### src/rtl/tb_fifo_pkg.sv
// Shared FIFO types and sizes.
//   DATA_WIDTH : bits per stored word
//   DEPTH      : number of storage entries (power of two)
//   ADDR_WIDTH : storage index width
//   data_t     : one FIFO word
//   ptr_t      : read/write pointer; the extra MSB is the wrap flag
package tb_fifo_pkg;
    localparam int DATA_WIDTH = 8;
    localparam int DEPTH      = 16;
    localparam int ADDR_WIDTH = $clog2(DEPTH);

    typedef logic [DATA_WIDTH-1:0] data_t;
    typedef logic [ADDR_WIDTH:0]   ptr_t;
endpackage

### src/rtl/tb_fifo_if.sv
// FIFO bundle.
//   clk      : interface port, rising-edge clock
//   rst      : async reset, active-low
//   push/pop : write/read requests
//   data_in  : word written on accepted push
//   data_out : registered word from last accepted pop
//   full     : DEPTH words stored
//   empty    : no words stored
interface tb_fifo_if
    import tb_fifo_pkg::*;
(
    input logic clk
);
    logic  rst;
    logic  push;
    logic  pop;
    data_t data_in;
    data_t data_out;
    logic  full;
    logic  empty;

    modport fifo_top (
        input  clk,
        input  rst,
        input  push,
        input  pop,
        input  data_in,
        output data_out,
        output full,
        output empty
    );
endinterface

### src/rtl/fifo_ram.sv
// DEPTH x DATA_WIDTH storage, one synchronous write and one synchronous read port.
//   clk     : clock
//   rst_n   : async active-low reset, clears the read register only
//   wr_en   : write strobe; wr_addr/wr_data
//   rd_en   : read strobe; rd_addr
//   rd_data : registered read word, held when rd_en is low
// A read and write to the same address on one edge return the old word,
// which the wrapper relies on for push+pop while full.
module fifo_ram #(
    parameter int DATA_WIDTH = 8,
    parameter int DEPTH      = 16,
    parameter int ADDR_WIDTH = $clog2(DEPTH)
) (
    input  logic                  clk,
    input  logic                  rst_n,
    input  logic                  wr_en,
    input  logic [ADDR_WIDTH-1:0] wr_addr,
    input  logic [DATA_WIDTH-1:0] wr_data,
    input  logic                  rd_en,
    input  logic [ADDR_WIDTH-1:0] rd_addr,
    output logic [DATA_WIDTH-1:0] rd_data
);
    // Storage is intentionally not reset.
    logic [DATA_WIDTH-1:0] mem [DEPTH];

    always_ff @(posedge clk) begin
        if (wr_en) mem[wr_addr] <= wr_data;
    end

    always_ff @(posedge clk or negedge rst_n) begin
        if (!rst_n)     rd_data <= '0;
        else if (rd_en) rd_data <= mem[rd_addr];
    end
endmodule

### src/rtl/fifo_wrapper.sv
// Synchronous FIFO: pointer/flag control around fifo_ram.
//   itf (tb_fifo_if.fifo_top): clk, rst (async active-low), push, pop,
//   data_in -> data_out (1-cycle registered), full, empty.
// Pointers carry one extra wrap bit so full and empty are distinguishable
// with all DEPTH entries in use.
module fifo_wrapper
    import tb_fifo_pkg::*;
#(
    parameter int DATA_WIDTH = tb_fifo_pkg::DATA_WIDTH,
    parameter int DEPTH      = tb_fifo_pkg::DEPTH,
    parameter int ADDR_WIDTH = $clog2(DEPTH)
) (
    tb_fifo_if.fifo_top itf
);
    localparam logic [ADDR_WIDTH:0] PTR_ONE = 1;

    logic [ADDR_WIDTH:0] wr_ptr;
    logic [ADDR_WIDTH:0] rd_ptr;
    logic                push_ok;
    logic                pop_ok;
    logic                full_w;
    logic                empty_w;

    assign empty_w = (wr_ptr == rd_ptr);
    assign full_w  = (wr_ptr[ADDR_WIDTH] != rd_ptr[ADDR_WIDTH]) &&
                     (wr_ptr[ADDR_WIDTH-1:0] == rd_ptr[ADDR_WIDTH-1:0]);

    // When full, a concurrent pop frees the slot being written this edge.
    assign push_ok = itf.push && (!full_w || itf.pop);
    assign pop_ok  = itf.pop && !empty_w;

    always_ff @(posedge itf.clk or negedge itf.rst) begin
        if (!itf.rst) begin
            wr_ptr <= '0;
            rd_ptr <= '0;
        end else begin
            if (push_ok) wr_ptr <= wr_ptr + PTR_ONE;
            if (pop_ok)  rd_ptr <= rd_ptr + PTR_ONE;
        end
    end

    fifo_ram #(
        .DATA_WIDTH (DATA_WIDTH),
        .DEPTH      (DEPTH),
        .ADDR_WIDTH (ADDR_WIDTH)
    ) u_ram (
        .clk     (itf.clk),
        .rst_n   (itf.rst),
        .wr_en   (push_ok),
        .wr_addr (wr_ptr[ADDR_WIDTH-1:0]),
        .wr_data (itf.data_in),
        .rd_en   (pop_ok),
        .rd_addr (rd_ptr[ADDR_WIDTH-1:0]),
        .rd_data (itf.data_out)
    );

    assign itf.full  = full_w;
    assign itf.empty = empty_w;
endmodule

### src/flat_wrapper.sv
// flat-port wrapper written by rule: the top's interface ports become plain ports
module fifo_wrapper_flat import tb_fifo_pkg::*;
#(
    parameter int DATA_WIDTH = tb_fifo_pkg::DATA_WIDTH,
    parameter int DEPTH      = tb_fifo_pkg::DEPTH,
    parameter int ADDR_WIDTH = $clog2(DEPTH)
)
  (clk, itf_rst, itf_push, itf_pop, itf_data_in, itf_data_out, itf_full, itf_empty);
  tb_fifo_if itf_i (.clk(clk));
  input wire logic clk;
  input wire logic [$bits(itf_i.rst)-1:0] itf_rst;
  input wire logic [$bits(itf_i.push)-1:0] itf_push;
  input wire logic [$bits(itf_i.pop)-1:0] itf_pop;
  input wire logic [$bits(itf_i.data_in)-1:0] itf_data_in;
  output wire logic [$bits(itf_i.data_out)-1:0] itf_data_out;
  output wire logic [$bits(itf_i.full)-1:0] itf_full;
  output wire logic [$bits(itf_i.empty)-1:0] itf_empty;
  assign itf_i.rst = itf_rst;
  assign itf_i.push = itf_push;
  assign itf_i.pop = itf_pop;
  assign itf_i.data_in = itf_data_in;
  assign itf_data_out = itf_i.data_out;
  assign itf_full = itf_i.full;
  assign itf_empty = itf_i.empty;
  fifo_wrapper #(.DATA_WIDTH(DATA_WIDTH), .DEPTH(DEPTH), .ADDR_WIDTH(ADDR_WIDTH)) u_core (.itf(itf_i));
endmodule
### config.mk
export PLATFORM = sky130hd
export DESIGN_NAME = fifo_wrapper_flat
export DESIGN_NICKNAME = d
export VERILOG_FILES = /design/src/rtl/tb_fifo_pkg.sv /design/src/rtl/tb_fifo_if.sv /design/src/rtl/fifo_ram.sv /design/src/rtl/fifo_wrapper.sv /design/src/flat_wrapper.sv
export SDC_FILE = /design/constraint.sdc
export NUM_CORES = 1
export LEC_CHECK = 0
export BUFFER_PORTS_ARGS = -buffer_cell sky130_fd_sc_hd__buf_2
export CORE_MARGIN = 2
export CORE_UTILIZATION = 55
export CTS_BUF_LIST = sky130_fd_sc_hd__clkbuf_16
export DETAILED_ROUTE_END_ITERATION = 8
export PLACE_DENSITY = 0.82
export SLEW_MARGIN = 20
export SYNTH_ARGS = -nofsm -noshare
export SYNTH_HDL_FRONTEND = slang
export SYNTH_SLANG_ARGS = --single-unit
### constraint.sdc
create_clock -name clk -period 2.5 [get_ports clk]
set_clock_uncertainty 0.1 [all_clocks]
set_input_delay 0.125 -clock clk [delete_from_list [all_inputs] [get_ports clk]]
set_output_delay 0.125 -clock clk [all_outputs]
set_load 0.02 [all_outputs]
# [Yosys cells after proc, flatten, opt, wreduce, memory -nomap -nowiden]
# Memories as Yosys holds them, arrays and structs flattened. A register that Yosys moved wholly into a read port is not among the register bits.
# Index checks and enable logic that the tools add are counted.
[op_classes] addsub=2 n_mul=0 div_mod_pow=0 order_cmp=0 eq_ne=3 shifts=0 muxes=2 n_bitwise=0 reduce_logical=7
[op_table] operator="adder 5 x 1 -> 5 bit, second input constant" count=2
[op_table] operator="== test 5 bit" count=1
[op_table] operator="== test 4 bit" count=1
[op_table] operator="logical AND 1 bit" count=3
[op_table] operator="logical NOT 1 bit" count=3
[op_table] operator="two-way mux 1 bit" count=2
[op_table] operator="logical OR 1 bit" count=1
[op_table] operator="!= test 1 bit" count=1
[totals] ff_bits=10 latch_bits=0 ramBits=128 rom_bits=0 out_inout_bits=10 word_cells=17 n_memories=1
[memory_table] name="u_core.u_ram.mem" words=16 width=8 read_ports=1 rd_ports_with_merged_regs=1 wr=1 line="fifo_ram.sv:24" text="logic [DATA_WIDTH-1:0] mem [DEPTH];"

# [Logic depth before layout (Yosys ltp)]
# Gate-level depths: netlist of run 1.
[depth] depth_word=7 depth_mapped=6 ltp_nobuf=5

# [Modules after synthesis]
# From an unflattened synthesis of run 1, not the netlist that was laid out.
[unflattened] cells_unflattened=286 area_unflattened_um2=5880.6
[by_module_without_submodules] module="fifo_ram" n_inst=1 cells_each=240 area_per_inst_um2=5331.4 seq_area_each_um2=4043.9
[by_module_without_submodules] module="fifo_wrapper" n_inst=1 cells_each=46 area_per_inst_um2=549.3 seq_area_each_um2=250.2

# [Worst setup path before layout of run 1]
# Ideal clock, no wire load.
[synth_path] path_type="register to register" start="register u_core.rd_ptr[1]" end="memory u_core.u_ram.mem[3][0], enable pin" setup_ps=383 arrival_time_ps=1580 setup_slack_ps=437 path_stages_with_launch=6 path_buffers=1 cell_sequence="dfrtp_1 buf_2 xnor2_2 nand4_4 o311ai_2 nor3_1"
[synth_via] elab_chain_cells=7
[synth_rtl] item="start: declaration" line="fifo_wrapper.sv:18" text="logic [ADDR_WIDTH:0] rd_ptr;"
[synth_rtl] item="start signal: assignment" line="fifo_wrapper.sv:38" text="if (pop_ok) rd_ptr <= rd_ptr + PTR_ONE;"
[synth_rtl] item="== test 4 bit" line="fifo_wrapper.sv:26" text="(wr_ptr[ADDR_WIDTH-1:0] == rd_ptr[ADDR_WIDTH-1:0]);"
[synth_rtl] item="logical AND 1 bit" line="fifo_wrapper.sv:25" text="assign full_w = (wr_ptr[ADDR_WIDTH] != rd_ptr[ADDR_WIDTH]) &&"
[synth_rtl] item="logical NOT 1 bit" line="fifo_wrapper.sv:29" text="assign push_ok = itf.push && (!full_w || itf.pop);"
[synth_rtl] item="logical OR 1 bit" line="fifo_wrapper.sv:29"
[synth_rtl] item="logical AND 1 bit" line="fifo_wrapper.sv:29"
[synth_rtl] item="two-way mux 1 bit" line="fifo_ram.sv:27" text="if (wr_en) mem[wr_addr] <= wr_data;"
[synth_rtl] item="two-way mux 1 bit (implied by the code)" line="fifo_ram.sv:27"
[synth_rtl] item="end: declaration" line="fifo_ram.sv:24"
# No other way between the ends.

# [Final worst setup path of run 1]
[layout_path] start="register u_core.rd_ptr[0]" end="register u_core.u_ram.rd_data[1], read port of u_core.u_ram.mem"
[layout_via] elab_chain_cells=3
[layout_rtl] item="== test 5 bit" line="fifo_wrapper.sv:24" text="assign empty_w = (wr_ptr == rd_ptr);"
[layout_rtl] item="logical NOT 1 bit" line="fifo_wrapper.sv:30" text="assign pop_ok = itf.pop && !empty_w;"
[layout_rtl] item="logical AND 1 bit" line="fifo_wrapper.sv:30"
[layout_rtl] item="end: declaration" line="fifo_ram.sv:21" text="output logic [DATA_WIDTH-1:0] rd_data"
# Parallel ways exist; a longest one is shown, timed or not.
# A chain may end at the register's enable or synchronous reset.

==> results of run 1 <==
-- timing repair --
action / 4_1_cts / 5_1_grt
endpoints found under the hold margin: 38 / 0
hold buffers: 4 / 0
setup endpoints to repair: 0 / 72
setup buffers: 0 / 0
resized for setup: 0 / 1
-- metrics by stage --
step | cell area (um2) | hold slack (ns) | util | setup slack [ns] | cells
finish | 6720 | 0.00445 | 0.648 | 0.187 | 473
global placement | 6140 | 0.000820 | 0.592 | 0.257 | 437
detailed placement | 6140 | 0.000588 | 0.592 | 0.159 | 437
global route | 6720 | 0.0103 | 0.648 | 0.0725 | 473
floorplan | 5920 | -0.271 | - | 0.437 | 289
CTS | 6720 | 0.000130 | 0.648 | 0.134 | 473
-- cells in the mapped netlist, drive strengths merged (2+ instances only) --
cell type	n
a22oi	16
and2	2
and3	12
and4	3
buf	9
clkbuf	6
dfrtp	18
edfxtp	128
ha	5
inv	3
mux2	10
mux4	32
nand2	10
nor2	5
nor2b	5
o211ai	2
o311ai	2
xnor2	13
-- area by class of cell --
class,instances,area share
Multi-Input combinational cell,124,0.222
Clock inverter,15,0.0180
Tap cell,136,0.0253
Sequential cell,146,0.639
Clock buffer,17,0.0633
Timing Repair Buffer,32,0.0313
Inverter,3,0.00167
-- state kept, by name, summed over array words and instances (netlist names) --
signal and cells:
u_core.u_ram.rd_data 8, u_core.rd_ptr 5, u_core.wr_ptr 5, u_core.u_ram.mem 128
-- cells by family (layout without fill, tap and decap cells) --
group	count (synthesis)	in the layout	share of synthesized area
flip-flops	146	146	0.726
multiplexers	42	42	0.143
AND/OR/NAND/NOR	39	39	0.0385
AO/OA/AOI/OAI	24	24	0.0340
buffers and inverters	19	67	0.0228
XOR/XNOR	14	14	0.0258
adder cells (fa/ha/maj)	5	5	0.0106
-- power groups by stage --
stage                     Combinational (W)  Clock, W  Sequential (W)
after floorplan                     0.00186         0         0.00328
after global placement              0.00228         0         0.00332
final                               0.00237   0.00232         0.00329
after CTS                           0.00240   0.00235         0.00330
after global routing                0.00258   0.00245         0.00333
after detailed placement            0.00234         0         0.00334
-- worst max-delay path: cells and delay by family (launching register included) --
family	cells	cell delay [ns]
flip-flops	1	0.60
AND/OR/NAND/NOR	1	0.08
multiplexers	2	0.88
buffers and inverters	1	0.33
AO/OA/AOI/OAI	1	0.20
-- worst min-delay path by stage --
stage	slack (ns)	endpoint	cells past startpoint	startpoint
2_1_floorplan	-0.27	u_core.rd_ptr[0]$_DFFE_PN0P_	0	itf_rst
3_3_place_gp	0.0008	u_core.u_ram.rd_data[0]$_DFFE_PN0P_	1	itf_rst
3_5_place_dp	0.0006	u_core.u_ram.rd_data[0]$_DFFE_PN0P_	1	itf_rst
4_1_cts	0.0001	u_core.u_ram.mem[2][7]$_DFFE_PP_	1	itf_data_in[7]
5_1_grt	0.01	u_core.u_ram.mem[6][6]$_DFFE_PP_	1	itf_data_in[6]
6_report	0.004	u_core.u_ram.mem[8][3]$_DFFE_PP_	1	itf_data_in[3]
-- placed cells by master, fill, tap and decap left out, drive strengths merged, types with 10 or more instances in the layout --
master	count
and3	12
a22oi	16
edfxtp	128
inv	12
dfrtp	18
buf	28
clkbuf	17
mux2	10
mux4	32
nand2	10
xnor2	13
-- layer usage --
metal / share of wire / vias to the layer above / global-route usage
li1: - / 1251 / -
met1: 0.42 / 1513 / 0.302
met2: 0.50 / 126 / 0.325
met3: 0.074 / 8 / 0.0478
met4: 0.010 / 0 / 0.0797
met5: 0 / - / 0
==> metrics list, run 1 <==
- Critical path startpoint category: flop
- Arr. time, crit path: 2.51 ns
* Synth area leaders: edfxtp_1 65%, mux4_2 11%, dfrtp_1 7.6%, a22oi_1 2.0%, mux2_2 1.5%
- DRT iter0 DRCs: 280
* Top cell type by total area after synthesis: edfxtp_1
- Yosys warning count: 0
- Count of mapped cells out of synthesis: 289
- Congestion Overflow GR: 0
- Fraction of synthesis flops using an asynchronous set or reset pin: 0.123
* DRC violations left: 0
- The die covers 11600 um2.
* Number of vias per cell: 6.13
* Input/output buffers: 21
- In this run the worst setup path terminates at u_core.u_ram.rd_data[1]$_DFFE_PN0P_.
* Clk pin slew, worst setup/hold paths: 0.06 ns
- For the pin with the worst max-slew slack, the measured transition is 0.864 ns.
- The final route contains 2898 vias.
* Worst setup startpoint: u_core.rd_ptr[0]$_DFFE_PN0P_
- The wire-length estimate of the detail-placed layout is 6.95 mm.
* Skew-Pair Late Insertion Delay: 0.42 ns
- The synthesized design contains 128 enable-type register cells.
* Root Driver: clkbuf_16
* Required time reported for the critical path endpoint: 2.70 ns
* Critical Path Sink Type: flop
- The multi-input combinational cells in the finished layout cover a total of 1490 um2.
- Top-area cell type share of the netlist area: 0.649
- Ordered cell list for the critical path: buf_4 -> mux4_1 -> a22oi_1 -> nand2_1 -> mux2_2
- Routability Congestion: 0.825
* Mapped Nets: 306
- Maximum clock path buffer count: 2
- For this run, the register share of the synthesized area comes to 0.726.
* Dominant synthesized flop cell: edfxtp_1
- Of the total power, the share spent switching nets is 0.320.
* Portion of the clock cycle consumed by the worst path in the final layout: 0.925
- Largest net degree at the start of global routing: 36
* Net switching power: 0.00255 W
* Critical path fanouts, max: 11
* Path depth of the worst reg2reg path: 5
- The number of antenna diodes in the final layout is 0.
- # rows: 37
* CP Class: reg2reg
- Relative contribution of sequential cells to total power: 0.412
- Layout cell share with drive strength beyond 1: 0.312
- The share of total power dissipated in combinational logic is 0.297.
- Critical-path top delay cell: mux4_1
- The core region is 10400 um2.
- Number of global-route vias before repair: 2995
- RSZ-0062 raised after global routing: no
* Post-layout nets: 341
- In this run the remaining antenna-violating nets after routing total 0.
- Of the total power, the clock network draws 0.291.
* Synthesized area: 5920 um2
- Clock net sink count: 146
- Compared with the post-synthesis result, the final layout area differs by 13.6%.
- Dividing total power by cell area gives a power density of 1190 nW/um2.
* Overall die height: 108 um
- Run status: finished clean
- Max_cap viols: 0
- Initial antenna violation count: 0
* Hold crit path type: in2reg
- On the worst path, the slowest cell contributes a delay of 0.61 ns.
* Reg2Reg Capture Point: u_core.u_ram.rd_data[1]$_DFFE_PN0P_
* Fin crit period: 2.31 ns
- The H-tree was split into 4 levels.
- Setup violators final: 0
* Cell internal pwr: 0.00544 W
* Die X: 108 um
- Flip-flop and latch count after synthesis: 146
- Worst flop-to-flop path startpoint: u_core.rd_ptr[0]$_DFFE_PN0P_
- 22 I/O pins were placed.
* Global-route usage over all layers: 0.212
- The worst pin sits at a relative slew slack of 0.423.
- After filler insertion, the fill cell instance count of the layout stands at 692.
- Clock tree from TritonCTS: built
- The routed design has 11.0 mm of wire.
- For this configuration, the core starts out at a cell density of 0.571.
* Leakage component of the power: 2.34 nW
* Post-DR wirelength/cell: 23.3 um
- The average instance in the mapped netlist occupies 20.5 um2.
* Detailed-router iteration count before antenna repair: 4
* CTS buffer count: 17
- The sequential cells in the finished layout cover a total of 4300 um2.
- Flop-to-flop setup slack: 0.19 ns
- Hold Vio Cnt, Final: 0
- Setup TNS: 0 ns
- Top achievable clock speed: 0.432 GHz
- The first global-routing pass estimated 17.5 mm of wire.
- The total count of max-transition violations in the final report was 0.
- Yosys mapped the design onto 35 distinct sky130hd cell types.
* Total chip power: 0.00799 W
* Maximum resistive drop on vdd: 584 uV
Power figures use the tool's default switching activity.
==> inputs of run 2 (changes only) <==
--- a/config.mk
+++ b/config.mk
@@ -5,7 +5,8 @@
 export SDC_FILE = /design/constraint.sdc
 export NUM_CORES = 1
 export LEC_CHECK = 0
-export BUFFER_PORTS_ARGS = -buffer_cell sky130_fd_sc_hd__buf_2
+export ABC_AREA = 0
+export BUFFER_PORTS_ARGS = -buffer_cell sky130_fd_sc_hd__clkbuf_2
 export CORE_MARGIN = 2
 export CORE_UTILIZATION = 55
 export CTS_BUF_LIST = sky130_fd_sc_hd__clkbuf_16
==> run 2 against run 1 <==
  * Power grew 3.8%
  * Final area grew 1.0%
  * Non-clock buffer count grew 4
  * Core utilization grew 0.66 points
  * Fmax grew 5.8%
  * Combinational power grew 7%
  * Register-to-register slack gained 0.13 ns
  * Die area is the same
  * Clock power grew 8%
  * Flip-flop and latch count is the same
  * Hold slack gained 0.029 ns
  * Critical path depth is the same
  * Critical endpoint is now u_core.u_ram.mem[7][3]$_DFFE_PP_
==> metrics list, run 2 (synthesis gave the netlist of run 1 again) <==
* Post-DR wirelength/cell: 23.2 um (-0.40%)
* CTS buffer count: 17 (unchanged)
* DRC violations left: 0 (unchanged)
- Wire length of the first global-routing pass: 17.1 mm (-2.1%)
- The mean number of vias per cell came to 5.98 (-2.4%).
- Layout area overhead: 14.8%
- The root buffer cell chosen for the clock tree is clkbuf_16.
- Leakage component of the power: 2.38 nW (+2.0%)
* Max transition margin: 0.421 (-0.00219)
* Fin cells: 477 (+0.85%)
- The slew of the pin with the lowest slew margin came to 0.867 ns (+0.00328 ns).
* Area enclosed by the die boundary: 11600 um2 (unchanged)
* Clock tree from TritonCTS: built
* Number of global-route vias before repair: 3014 (+0.63%)
- The overall die width came to 108 um (unchanged).
- The number of detailed-routing iterations run before antenna repair is 5 (+1).
* Max_cap viols: 0 (unchanged)
- Setup repair after global routing left no endpoint under its margin.
- Maximum resistive drop on vdd: 640 uV (+9.6%)
* DRT iter0 DRCs: 230 (-18%)
- Commonest cells after routing, fill and taps aside: 128 x edfxtp_1, 29 x mux4_2, 21 x clkbuf_2, 17 x clkbuf_16, 17 x dfrtp_1
* Input/output buffers: 21 (unchanged)
* Worst hold slack: 0.0333 ns (+0.0288 ns)
- The critical path is of the reg2reg type.
- The clock period minus final worst setup slack is 2.19 ns (-0.126 ns).
- Largest register FFs: 128 (unchanged)
- The upper clock frequency limit came to 0.457 GHz (+5.8%).
- The core outline area is 10400 um2 (unchanged).
- Hold Vio Cnt, Final: 0 (unchanged)
* Setup TNS: 0 ns (unchanged)
- Post-place setup slack: 0.253 ns (+0.0937 ns)
- The total count of max-transition violations in the final report was 0 (unchanged).
* Setup violators final: 0 (unchanged)
- Placed cell count: 443 (+1.4%)
* Filler cell count: 690 (-0.29%)
* Initial core utilization: 0.571 (unchanged)
* Hold crit path type: in2reg
- The endpoint required time on the critical path came to 2.44 ns (-0.26 ns).
- # rows: 37 (unchanged)
- Leading registers by flop count: u_core.u_ram.mem: 128 flops, u_core.u_ram.rd_data: 8 flops
* Maximum clock path buffer count: 2 (unchanged)
- The all-layer global routing usage was 0.213 (+0.000978).
- Clock net sink count: 146 (unchanged)
* Run status: finished clean
- The largest fanout of any net on the critical path is 8 (-3).
* Detailed placer's ending HPWL: 6.84 mm (-1.5%)
- Routability Congestion: 0.803 (-2.7%)
- The share of the cycle needed by the critical path after routing came to 0.875 (-0.0503).
* Register name with the most flops: u_core.u_ram.mem
- The number of top-level pins was 22 (unchanged).
- Setup ws final: 0.313 ns (+0.126 ns)
- The total number of nets in the final design is 345 (+1.2%).
* Critical path startpoint category: flop
- The die boundary height is 108 um (unchanged).
* PwrDens: 1220 nW/um2 (+2.7%)
- Congestion Overflow GR: 0 (unchanged)
* Diode count: 0 (unchanged)
- The clock network latency to the later pin of the worst-skew pair came to 0.41 ns (about the same).
- The data arrival time of the critical path came to 2.12 ns (-0.39 ns).
- Initial antenna violation count: 0 (unchanged)
- The final wirelength was 11.1 mm (+0.44%).
- STA classifies the critical path endpoint as a flop.
* Vias: 2852 (-1.6%)
- Level count of the clock H-tree: 4 (unchanged)
- Commonest non-fill, non-tap cell in the layout: edfxtp_1
- Remaining antenna violation count: 0 (unchanged)
- Layout cell share with drive strength beyond 1: 0.317 (+0.00514)
- The pin count of the biggest net entering global routing is 36 (unchanged).
* Clk pin slew, worst setup/hold paths: 0.06 ns (about the same)
## run 2: changes by cell type in the layout (fill, tap and decap cells not counted), sizes merged
cell	before	now
dlygate4sd3	4	2
buf	28	13
inv	12	7
clkbuf	17	38
bufinv	0	3
clkinv	4	6
## run 2: power by group
part	total [W]	internal (W)	switching [W]
clock	0.00251	0.00156	0.000952
sequential	0.00323	0.00303	0.000204
combinational	0.00254	0.00117	0.00137
total	0.00829	0.00576	0.00253
## run 2: stage by stage
step / cell area [um2] / total power (W) / utilization
3_5_place_dp: 6180 / 0.00579 / 0.596
6_report: 6790 / 0.00829 / 0.655
2_1_floorplan: 5920 / 0.00514 / -
4_1_cts: 6790 / 0.00833 / 0.655
5_1_grt: 6790 / 0.00866 / 0.655
3_3_place_gp: 6180 / 0.00571 / 0.596
## run 2: what timing repair did
action                                  CTS  global route
setup buffers                             0             0
resized for setup                         0             0
endpoints found under the setup margin    0             0
endpoints found under the hold margin    19             0
hold buffers                              2             0
## run 2: layout make-up
cell class                      instances  area, um2  area share
Inverter                                3       11.3     0.00166
Timing Repair Buffer                   36        235      0.0346
Clock inverter                         15        166      0.0245
Clock buffer                           17        425      0.0626
Tap cell                              136        170      0.0251
Sequential cell                       146       4300       0.632
Multi-Input combinational cell        124       1490       0.219
## run 2: metal layers
metal | global-route usage | vias to the layer above | wire, um
met5 | 0 | - | 0
met4 | 0.0604 | 0 | 102
met3 | 0.0672 | 8 | 566
met2 | 0.341 | 94 | 5710
met1 | 0.285 | 1490 | 4680
li1 | - | 1260 | -
## run 2: worst paths after layout
| kind | startpoint | end | slack (ns) | cells past startpoint |
|---|---|---|---|---|
| setup / recovery | u_core.wr_ptr[1]$_DFFE_PN0P_ | u_core.u_ram.mem[7][3]$_DFFE_PP_ | 0.31 | 5 |
| hold / removal | itf_pop | u_core.rd_ptr[3]$_DFFE_PN0P_ | 0.03 | 3 |
| setup reg to reg | u_core.wr_ptr[1]$_DFFE_PN0P_ | u_core.u_ram.mem[7][3]$_DFFE_PP_ | 0.31 | 5 |
| hold reg to reg | u_core.u_ram.rd_data[0]$_DFFE_PN0P_ | u_core.u_ram.rd_data[0]$_DFFE_PN0P_ | 0.42 | 1 |
| max in group asynchronous | itf_rst | u_core.rd_ptr[0]$_DFFE_PN0P_ | 1.81 | 2 |
| min in group asynchronous | itf_rst | u_core.rd_ptr[4]$_DFFE_PN0P_ | 0.11 | 2 |
## run 2: critical path, stage by stage (launching register included)
cell and delay, ns:
dfrtp_1 0.46, xnor2_2 0.19, nand4_4 0.11, buf_4 0.15
o311ai_2 0.10, nor2b_1 0.70
